<file path="config.mk">
export PLATFORM = sky130hd
export DESIGN_NAME = fadd_seq_ctrl
export DESIGN_NICKNAME = d
export VERILOG_FILES = /design/src/rtl/fadd_seq_ctrl.sv
export SDC_FILE = /design/constraint.sdc
export NUM_CORES = 1
export LEC_CHECK = 0
export ABC_AREA = 0
export CAP_MARGIN = 20
export CORE_MARGIN = 2
export CORE_UTILIZATION = 31
export CTS_CLUSTER_SIZE = 8
export DETAILED_ROUTE_END_ITERATION = 6
export GPL_TIMING_DRIVEN = 1
export PLACE_DENSITY = 0.58
export SYNTH_ARGS = -nofsm -noshare
export SYNTH_HDL_FRONTEND = slang
export SYNTH_SLANG_ARGS = --single-unit
</file>
<file path="constraint.sdc">
create_clock -name clk_i -period 3.69 [get_ports clk_i]
set_input_delay 0.369 -clock clk_i [delete_from_list [all_inputs] [get_ports clk_i]]
set_output_delay 0.369 -clock clk_i [all_outputs]
set_load 0.005 [all_outputs]
</file>
<file path="src/rtl/fadd_seq_ctrl.sv">
// ---------------------------------------------------------------------------
// fadd_seq_ctrl
//
// Sequencing FSM for the single-precision float adder datapath. It walks an
// accepted operation through exponent alignment, mantissa add and
// post-add normalisation. It steers the 28-bit mantissa shifter and the
// mantissa adder, and it produces the result exponent together with the
// overflow/underflow flags.
//
// Mantissa layout (MANT_W = 28):
//    [27] carry, [26] hidden bit, [25:3] fraction, [2:0] guard/round/sticky
//
// Optional feature macro: FADD_ROUND_EN
//    When it is defined, ROUND and RENORM states follow NORM and perform
//    round-to-nearest-even. The latency is then 5 cycles, or 6 when rounding
//    carries out of the mantissa.
//    When it is undefined, the result is truncated, round_inc_o is tied to 0
//    and the latency is 4 cycles.
//
// Ports:
//    clk_i               clock, rising edge
//    res_i               synchronous active-low reset
//    start_i             operation request, sampled only in IDLE
//    exp_a_i, exp_b_i    operand exponents
//    sum_mant_i          current datapath mantissa register
//    sel_swap_o          1 = operand A is routed to the shifter
//    shift_right_en_o    shifter right-shift enable (1-cycle pulse)
//    shift_right_bits_o  right-shift amount
//    shift_left_en_o     shifter left-shift enable (1-cycle pulse)
//    shift_left_bits_o   left-shift amount
//    add_en_o            mantissa adder enable (1-cycle pulse)
//    round_inc_o         rounding increment request
//    exp_out_o           result exponent, held until the next accepted start
//    busy_o              operation in flight (low in IDLE and DONE)
//    done_o              one-cycle completion pulse
//    overflow_o          result exponent saturated to all ones
//    underflow_o         result flushed to exponent 0
// ---------------------------------------------------------------------------
module fadd_seq_ctrl #(
   parameter int EXP_W     = 8,
   parameter int MANT_W    = 28,
   parameter int MAX_SHIFT = 27
) (
   input  logic              clk_i,
   input  logic              res_i,
   input  logic              start_i,
   input  logic [EXP_W-1:0]  exp_a_i,
   input  logic [EXP_W-1:0]  exp_b_i,
   input  logic [MANT_W-1:0] sum_mant_i,
   output logic              sel_swap_o,
   output logic              shift_right_en_o,
   output logic [7:0]        shift_right_bits_o,
   output logic              shift_left_en_o,
   output logic [7:0]        shift_left_bits_o,
   output logic              add_en_o,
   output logic              round_inc_o,
   output logic [EXP_W-1:0]  exp_out_o,
   output logic              busy_o,
   output logic              done_o,
   output logic              overflow_o,
   output logic              underflow_o
);

`ifdef FADD_ROUND_EN
   typedef enum logic [2:0] {
      S_IDLE, S_ALIGN, S_ADD, S_NORM, S_DONE, S_ROUND, S_RENORM
   } state_t;
`else
   typedef enum logic [2:0] {
      S_IDLE, S_ALIGN, S_ADD, S_NORM, S_DONE
   } state_t;
`endif

   state_t             state_q, state_d;
   logic               selSwap_q, selSwap_d;
   logic [EXP_W-1:0]   diff_q, diff_d;
   logic [EXP_W-1:0]   expR_q, expR_d;
   logic [EXP_W-1:0]   expOut_q, expOut_d;
   logic               overflow_q, overflow_d;
   logic               underflow_q, underflow_d;
   logic [7:0]         leadZeros;
   logic [EXP_W:0]     expInc;

`ifndef FADD_ROUND_EN
   logic               unusedRoundBits;
   assign unusedRoundBits = ^sum_mant_i[2:0];
`endif

   // Leading-zero count of the mantissa below the carry bit. The loop runs
   // from the LSB upwards, so the highest set bit writes last and wins. An
   // all-zero field yields MANT_W-1, but the NORM logic never uses that value
   // because it handles a zero mantissa separately.
   always_comb begin
      leadZeros = 8'(MANT_W - 1);
      for (int i = 0; i < MANT_W - 1; i++) begin
         if (sum_mant_i[i]) begin
            leadZeros = 8'(MANT_W - 2 - i);
         end
      end
   end

   // Exponent plus one, one bit wider, so that a saturating increment can
   // detect that it has reached the all-ones exponent.
   assign expInc = {1'b0, expR_q} + {{EXP_W{1'b0}}, 1'b1};

   // Next-state and output decode. Every datapath enable defaults to 0, so
   // each enable is a single-cycle pulse of the one state that raises it.
   always_comb begin
      state_d            = state_q;
      selSwap_d          = selSwap_q;
      diff_d             = diff_q;
      expR_d             = expR_q;
      expOut_d           = expOut_q;
      overflow_d         = overflow_q;
      underflow_d        = underflow_q;
      shift_right_en_o   = 1'b0;
      shift_right_bits_o = 8'd0;
      shift_left_en_o    = 1'b0;
      shift_left_bits_o  = 8'd0;
      add_en_o           = 1'b0;
      round_inc_o        = 1'b0;

      case (state_q)
         S_IDLE: begin
            if (start_i) begin
               selSwap_d   = (exp_b_i > exp_a_i);
               diff_d      = (exp_b_i > exp_a_i) ? (exp_b_i - exp_a_i) : (exp_a_i - exp_b_i);
               expR_d      = (exp_b_i > exp_a_i) ? exp_b_i : exp_a_i;
               overflow_d  = 1'b0;
               underflow_d = 1'b0;
               state_d     = S_ALIGN;
            end
         end

         S_ALIGN: begin
            shift_right_en_o   = 1'b1;
            shift_right_bits_o = (diff_q > EXP_W'(MAX_SHIFT)) ? 8'(MAX_SHIFT) : 8'(diff_q);
            state_d            = S_ADD;
         end

         S_ADD: begin
            add_en_o = 1'b1;
            state_d  = S_NORM;
         end

         S_NORM: begin
            if (sum_mant_i[MANT_W-1]) begin
               shift_right_en_o   = 1'b1;
               shift_right_bits_o = 8'd1;
               if (expInc >= {1'b0, {EXP_W{1'b1}}}) begin
                  overflow_d = 1'b1;
                  expR_d     = {EXP_W{1'b1}};
               end else begin
                  expR_d = expInc[EXP_W-1:0];
               end
            end else if (sum_mant_i == '0) begin
               expR_d = '0;
            end else if ({{EXP_W{1'b0}}, leadZeros} < {8'd0, expR_q}) begin
               shift_left_en_o   = 1'b1;
               shift_left_bits_o = leadZeros;
               expR_d            = expR_q - EXP_W'(leadZeros);
            end else begin
               underflow_d = 1'b1;
               expR_d      = '0;
            end
`ifdef FADD_ROUND_EN
            state_d = S_ROUND;
`else
            state_d = S_DONE;
`endif
         end

`ifdef FADD_ROUND_EN
         S_ROUND: begin
            round_inc_o = sum_mant_i[2] & (sum_mant_i[1] | sum_mant_i[0] | sum_mant_i[3]);
            if (round_inc_o && (&sum_mant_i[MANT_W-2:3])) begin
               state_d = S_RENORM;
            end else begin
               state_d = S_DONE;
            end
         end

         S_RENORM: begin
            shift_right_en_o   = 1'b1;
            shift_right_bits_o = 8'd1;
            if (expInc >= {1'b0, {EXP_W{1'b1}}}) begin
               overflow_d = 1'b1;
               expR_d     = {EXP_W{1'b1}};
            end else begin
               expR_d = expInc[EXP_W-1:0];
            end
            state_d = S_DONE;
         end
`endif

         S_DONE: begin
            state_d = S_IDLE;
         end

         default: begin
            state_d = S_IDLE;
         end
      endcase

      // The result register is loaded on entry to DONE. It is therefore
      // already valid in the DONE cycle, and it keeps its value after that.
      if (state_d == S_DONE) begin
         expOut_d = expR_d;
      end
   end

   // State and datapath-control registers. A low reset at a clock edge puts
   // the FSM back in IDLE, so an operation in flight ends without a done
   // pulse.
   always_ff @(posedge clk_i) begin
      if (!res_i) begin
         state_q     <= S_IDLE;
         selSwap_q   <= 1'b0;
         diff_q      <= '0;
         expR_q      <= '0;
         expOut_q    <= '0;
         overflow_q  <= 1'b0;
         underflow_q <= 1'b0;
      end else begin
         state_q     <= state_d;
         selSwap_q   <= selSwap_d;
         diff_q      <= diff_d;
         expR_q      <= expR_d;
         expOut_q    <= expOut_d;
         overflow_q  <= overflow_d;
         underflow_q <= underflow_d;
      end
   end

   assign sel_swap_o  = selSwap_q;
   assign exp_out_o   = expOut_q;
   assign overflow_o  = overflow_q;
   assign underflow_o = underflow_q;
   assign done_o      = (state_q == S_DONE);
   assign busy_o      = (state_q != S_IDLE) && (state_q != S_DONE);

endmodule
</file>
-- Yosys cells after proc, flatten, opt, wreduce, memory -nomap -nowiden
Index checks and enable logic that the tools add are counted.
- bits in registers: 30
- output and inout port bits: 33
- $add $sub $neg: 4
- order comparisons: 4
- equal/unequal tests: 12
- muxes and demuxes: 59
- reductions and logical operators: 8
- operator list (operator ; count):
    $mux W8 ; 38
    $pmux W8 S2 ; 2
    $logic_not A28 Y1 ; 1
    $sub A8 B8 Y8 ; 3
    $mux W1 ; 14
    $ne A2 B2 Y1 const B ; 6
    $pmux W3 S4 ; 1
    $add A8 B1 Y9 const B ; 1
    $ge A9 B8 Y1 const B ; 1
    $gt A8 B5 Y1 const B ; 1
    $gt A8 B8 Y1 ; 1
    $lt A8 B8 Y1 ; 1
    $eq A3 B2 Y1 const B ; 2
    $eq A3 B3 Y1 const B ; 2
    $pmux W1 S2 ; 3
    $reduce_and A5 Y1 ; 1
    $reduce_and A4 Y1 ; 1
    $eq A3 B1 Y1 const B ; 1
    $logic_not A3 Y1 ; 1
    $mux W3 ; 1
    $ne A3 B3 Y1 const B ; 1
    $reduce_bool A3 Y1 ; 1
    $reduce_and A2 Y1 ; 1
    $reduce_bool A2 Y1 ; 1
    $logic_and A1 B1 Y1 ; 1

-- Longest topological paths before layout
- depth in word-level cells: 32
- depth in mapped cells: 16

-- Worst setup path after synthesis
Ideal clock, no wire load.
- path type: input to output
- start: input sum_mant_i[4]
- end: output shift_left_bits_o[1]
- arrival time: 2.779 ns
- required time: 3.321 ns
- path slack: 0.542 ns
- stages on the path: 12
- cell sequence: o31ai_1 -> a211oi_1 -> o31a_1 -> o31ai_1 -> a21oi_1 -> fa_1 -> nand2b_1 -> a21oi_1 -> o31ai_1 -> a21o_1 -> buf_6 -> a211oi_1
- word-level cells in the longest chain between the ends: 28
- elaborated cells between the ends (all ways): 29
- classes of those cells: order compare: 1; mux: 27; reduce/logical: 1
- ends and longest elaborated chain (what ; RTL line ; source):
    start, declared ; 49 ; input logic [MANT_W-1:0] sum_mant_i,
    $mux W8 (23 in a row) ; 96 ; if (sum_mant_i[i]) begin
    $lt A8 B8 Y1 ; 158 ; end else if ({{EXP_W{1'b0}}, leadZeros} < {8'd0, expR_q}) begin
    $mux W8 ; 158 ;
    $mux W8 (*) ; 156 ; end else if (sum_mant_i == '0) begin
    $mux W8 (*) ; 147 ; if (sum_mant_i[MANT_W-1]) begin
    $mux W8 (*) ; 123 ; case (state_q)
    end, declared ; 54 ; output logic [7:0] shift_left_bits_o,
Every way passes the cells marked *; elsewhere a longest branch is shown, timed or not.

-- Final worst setup path
- start: input sum_mant_i[0]
- end: output shift_left_en_o
- word-level cells in the longest chain between the ends: 32
- elaborated cells between the ends (all ways): 33
- classes of those cells: order compare: 1; mux: 31; reduce/logical: 1
- ends and longest elaborated chain (what ; RTL line ; source):
    $mux W1 ; 96 ;
    $mux W8 (26 in a row) ; 96 ;
    $lt A8 B8 Y1 ; 158 ;
    $mux W1 ; 158 ;
    $mux W1 (*) ; 156 ;
    $mux W1 (*) ; 147 ;
    $mux W1 (*) ; 123 ;
    end, declared ; 53 ; output logic shift_left_en_o,
Marked as above.

==> run metrics <==
most frequent cells in the layout 58 x buf_4, 49 x clkdlybuf4s50_1, 32 x nand2_1, 32 x inv_1; internal power 843 uW; Tmin final 3520 ps; Least-Margin Pin Slew 1140 ps; fin crit share 95.3%; Worst EP required 3320 ps; Vias 3431; Die ar. 11000 um^2; Final ANT Viol Nets 0; Crit path largest cell delay 360 ps; io pins 80; synth warn 0; worst vdd ir 161 uV; Avg Inst Size Synth 7.68 um^2; Inserted Clock Buffers 5; Clock Latency Late Sink 290 ps; Sw Pwr 521 uW; area of the multi-input gates 2420 um^2; gr ovfl total 0; core area 9820 um^2; DIE WIDTH 105 um; critical path, cell by cell clkdlybuf4s15_1, nor2b_4, o21bai_1, a21oi_2, o41ai_2, a211oi_2, nor2_1, ha_2, fa_2, nand2b_4, a21oi_4, o31ai_4, a21o_1, buf_4, buf_6, inv_4, dlygate4sd2_1; routability cong. 0.927; CP Capture Type output port; largest delay contributor family on the critical path compound AO/OA/AOI/OAI gates; final wirelength 9710 um; unrepaired setup endpoints after global routing no; Yosys reg bits 30; Worst Setup Start Kind input port; Logic pwr share 49.3%; CTS tree yes; area delta synth->final 45.4%; Netlist cell types 70; Iteration-0 DRC Markers 185; Clk pwr share 21.4%; crit path kind input port to output port; Synth async-reset ratio 0%; arrival time at the worst endpoint 3150 ps; setup TNS 0 ps; DIE HEIGHT 105 um; Max Buffers Root-to-Sink 2; layout cells sized above 1 22.8%; Starting Density 32.0%; # port buffers 72; H-tree depth 2; FF+latch area 601 um^2; DRC 0; Pre-Repair DR Iteration Count 5; Slew Limit Fails 0; register area share after synthesis 19.1%; most used flip-flop cell after synthesis dfxtp_1; HP Class flop to flop; initial antenna violation count 0; Net Sw Frac 38.2%; Syn Std Cell Area 3150 um^2; Synth top area share 19.1%; Setup-failing EPs final 0; top area cells in the synthesized netlist dfxtp_1 19%, ha_1 8.7%, a21oi_1 5.2%; power density cells 298 nW/um^2; largest net degree at the start of global routing 20; Fin. Hold Viols 0; Synth area leader dfxtp_1; EDFF count, synth 0; Critical path buffers and inverters 5; status finished clean; Max Cap Viol 0; clk_skew 4.96 ps; Post-CTS Hold Fix Bufs 0; dpl hpwl 7580 um; commonest non-fill, non-tap cell in the layout buf_4; Slew headroom 23.3%; root buf cell clkbuf_8; Flop pwr share 29.3%; diode count 0; Fill cells 1001; gr usage total 17.8%; hold slack 455 ps; Vias/cell 5.20; leakage 0.00202 uW; Mapped Cells 410; Slowest-stage cell, CP fa_2; vias in the first global route 3381; # clock sinks 30; worst-path fanout max 5; first-pass GRT wire length 16200 um; fin nets 598; Site Rows 36; clock transition time at the flip-flop clock pins of the worst setup and hold paths 70 ps; detail-routed net length per standard cell 14.7 um; highest clock rate 0.284 GHz
[cell type report]
type,count,area share [%]
clock buffer,6,1.81
inverter,33,2.76
sequential,30,13.1
tap,133,3.64
clock inverter,2,0.274
multi-input combinational,325,52.8
timing repair buffer,131,25.5
[power by group through the flow]
stage / combinational, uW / sequential [uW] / clock, uW
detailed placement: 607 / 405 / 0
finish: 672 / 400 / 291
global route: 734 / 405 / 311
CTS: 643 / 398 / 294
floorplan: 370 / 387 / 0
global placement: 599 / 405 / 0
[what timing repair did]
item | CTS | global route
gates resized for setup | 34 | 44
pin swaps | 7 | 18
setup buffers | 7 | 4
endpoints found under the setup margin | 6 | 12
[flip-flops by register name, indices dropped and copies added, names as in the netlist]
signal,cells
diff_q,8
expR_q,8
exp_out_o,8
state_q,3
overflow_o,1
sel_swap_o,1
underflow_o,1
[layer usage]
metal  global-route usage [%]  share of wire (%)  up-vias
met5                        0                  0        -
met1                     24.3                 48     1563
met2                     29.4                 44      120
met4                     4.76                2.0        0
met3                     2.62                5.5       19
li1                         -                  -     1729
[worst paths after layout]
| kind | slack [ps] | cells past startpoint | to | start |
|---|---|---|---|---|
| setup / recovery | 170 | 17 | shift_left_en_o | sum_mant_i[0] |
| hold / removal | 460 | 2 | diff_q[1]$_SDFFE_PN0P_ | diff_q[1]$_SDFFE_PN0P_ |
| setup reg to reg | 910 | 12 | expR_q[4]$_SDFF_PN0_ | expR_q[0]$_SDFF_PN0_ |
| hold reg to reg | 460 | 2 | diff_q[1]$_SDFFE_PN0P_ | diff_q[1]$_SDFFE_PN0P_ |
[metrics by stage]
stage | utilization (%) | cell area [um^2] | power, uW | std cells | setup WS (ps)
floorplan | - | 3170 | 757 | 416 | 542
global placement | 43.5 | 4270 | 1000 | 642 | -389
detailed placement | 43.5 | 4270 | 1010 | 642 | -486
CTS | 45.6 | 4480 | 1340 | 657 | -184
global route | 46.6 | 4570 | 1450 | 660 | 2.06
finish | 46.6 | 4570 | 1360 | 660 | 174
[kinds of logic (layout without fill, tap and decap cells)]
group           Yosys count  after routing  share of synthesized area [%]
compound gates          132            132                           29.8
xor+xnor                  7              7                           1.95
fa+ha+maj                25             25                           10.7
buf+inv                  61            172                           8.99
flops                    30             30                           19.1
mux                      14             14                           4.61
other cells               1              7                          0.119
simple gates            140            140                           24.8
[Yosys cell counts (all sizes together) (3+ instances only)]
| cell | count |
|---|---|
| a21oi | 33 |
| inv | 33 |
| nand2 | 32 |
| nor2 | 32 |
| dfxtp | 30 |
| o21ai | 26 |
| ha | 22 |
| buf | 16 |
| mux2i | 13 |
| nor4 | 13 |
| clkbuf | 12 |
| nand3 | 12 |
| nor3 | 10 |
| a211oi | 9 |
| nand2b | 9 |
| a31oi | 8 |
| o31ai | 7 |
| nor2b | 6 |
| a21o | 5 |
| and2 | 5 |
| o21a | 5 |
| xnor2 | 5 |
| a21boi | 4 |
| a221oi | 4 |
| and3 | 4 |
| nand3b | 4 |
| o211ai | 4 |
| fa | 3 |
| o221a | 3 |
| o31a | 3 |
| or3 | 3 |
[worst reg2reg max path, stage by stage, from the launching register on]
cell      delay, ps
dfxtp_1         400
inv_1           110
ha_2            220
fa_2            360
nand2b_4        160
a21oi_4         180
o31ai_4         100
a21o_1          240
buf_4           160
buf_6           110
buf_4           140
o221a_2         310
a211oi_1        210
No activity file was read; power rests on OpenSTA's default activity.
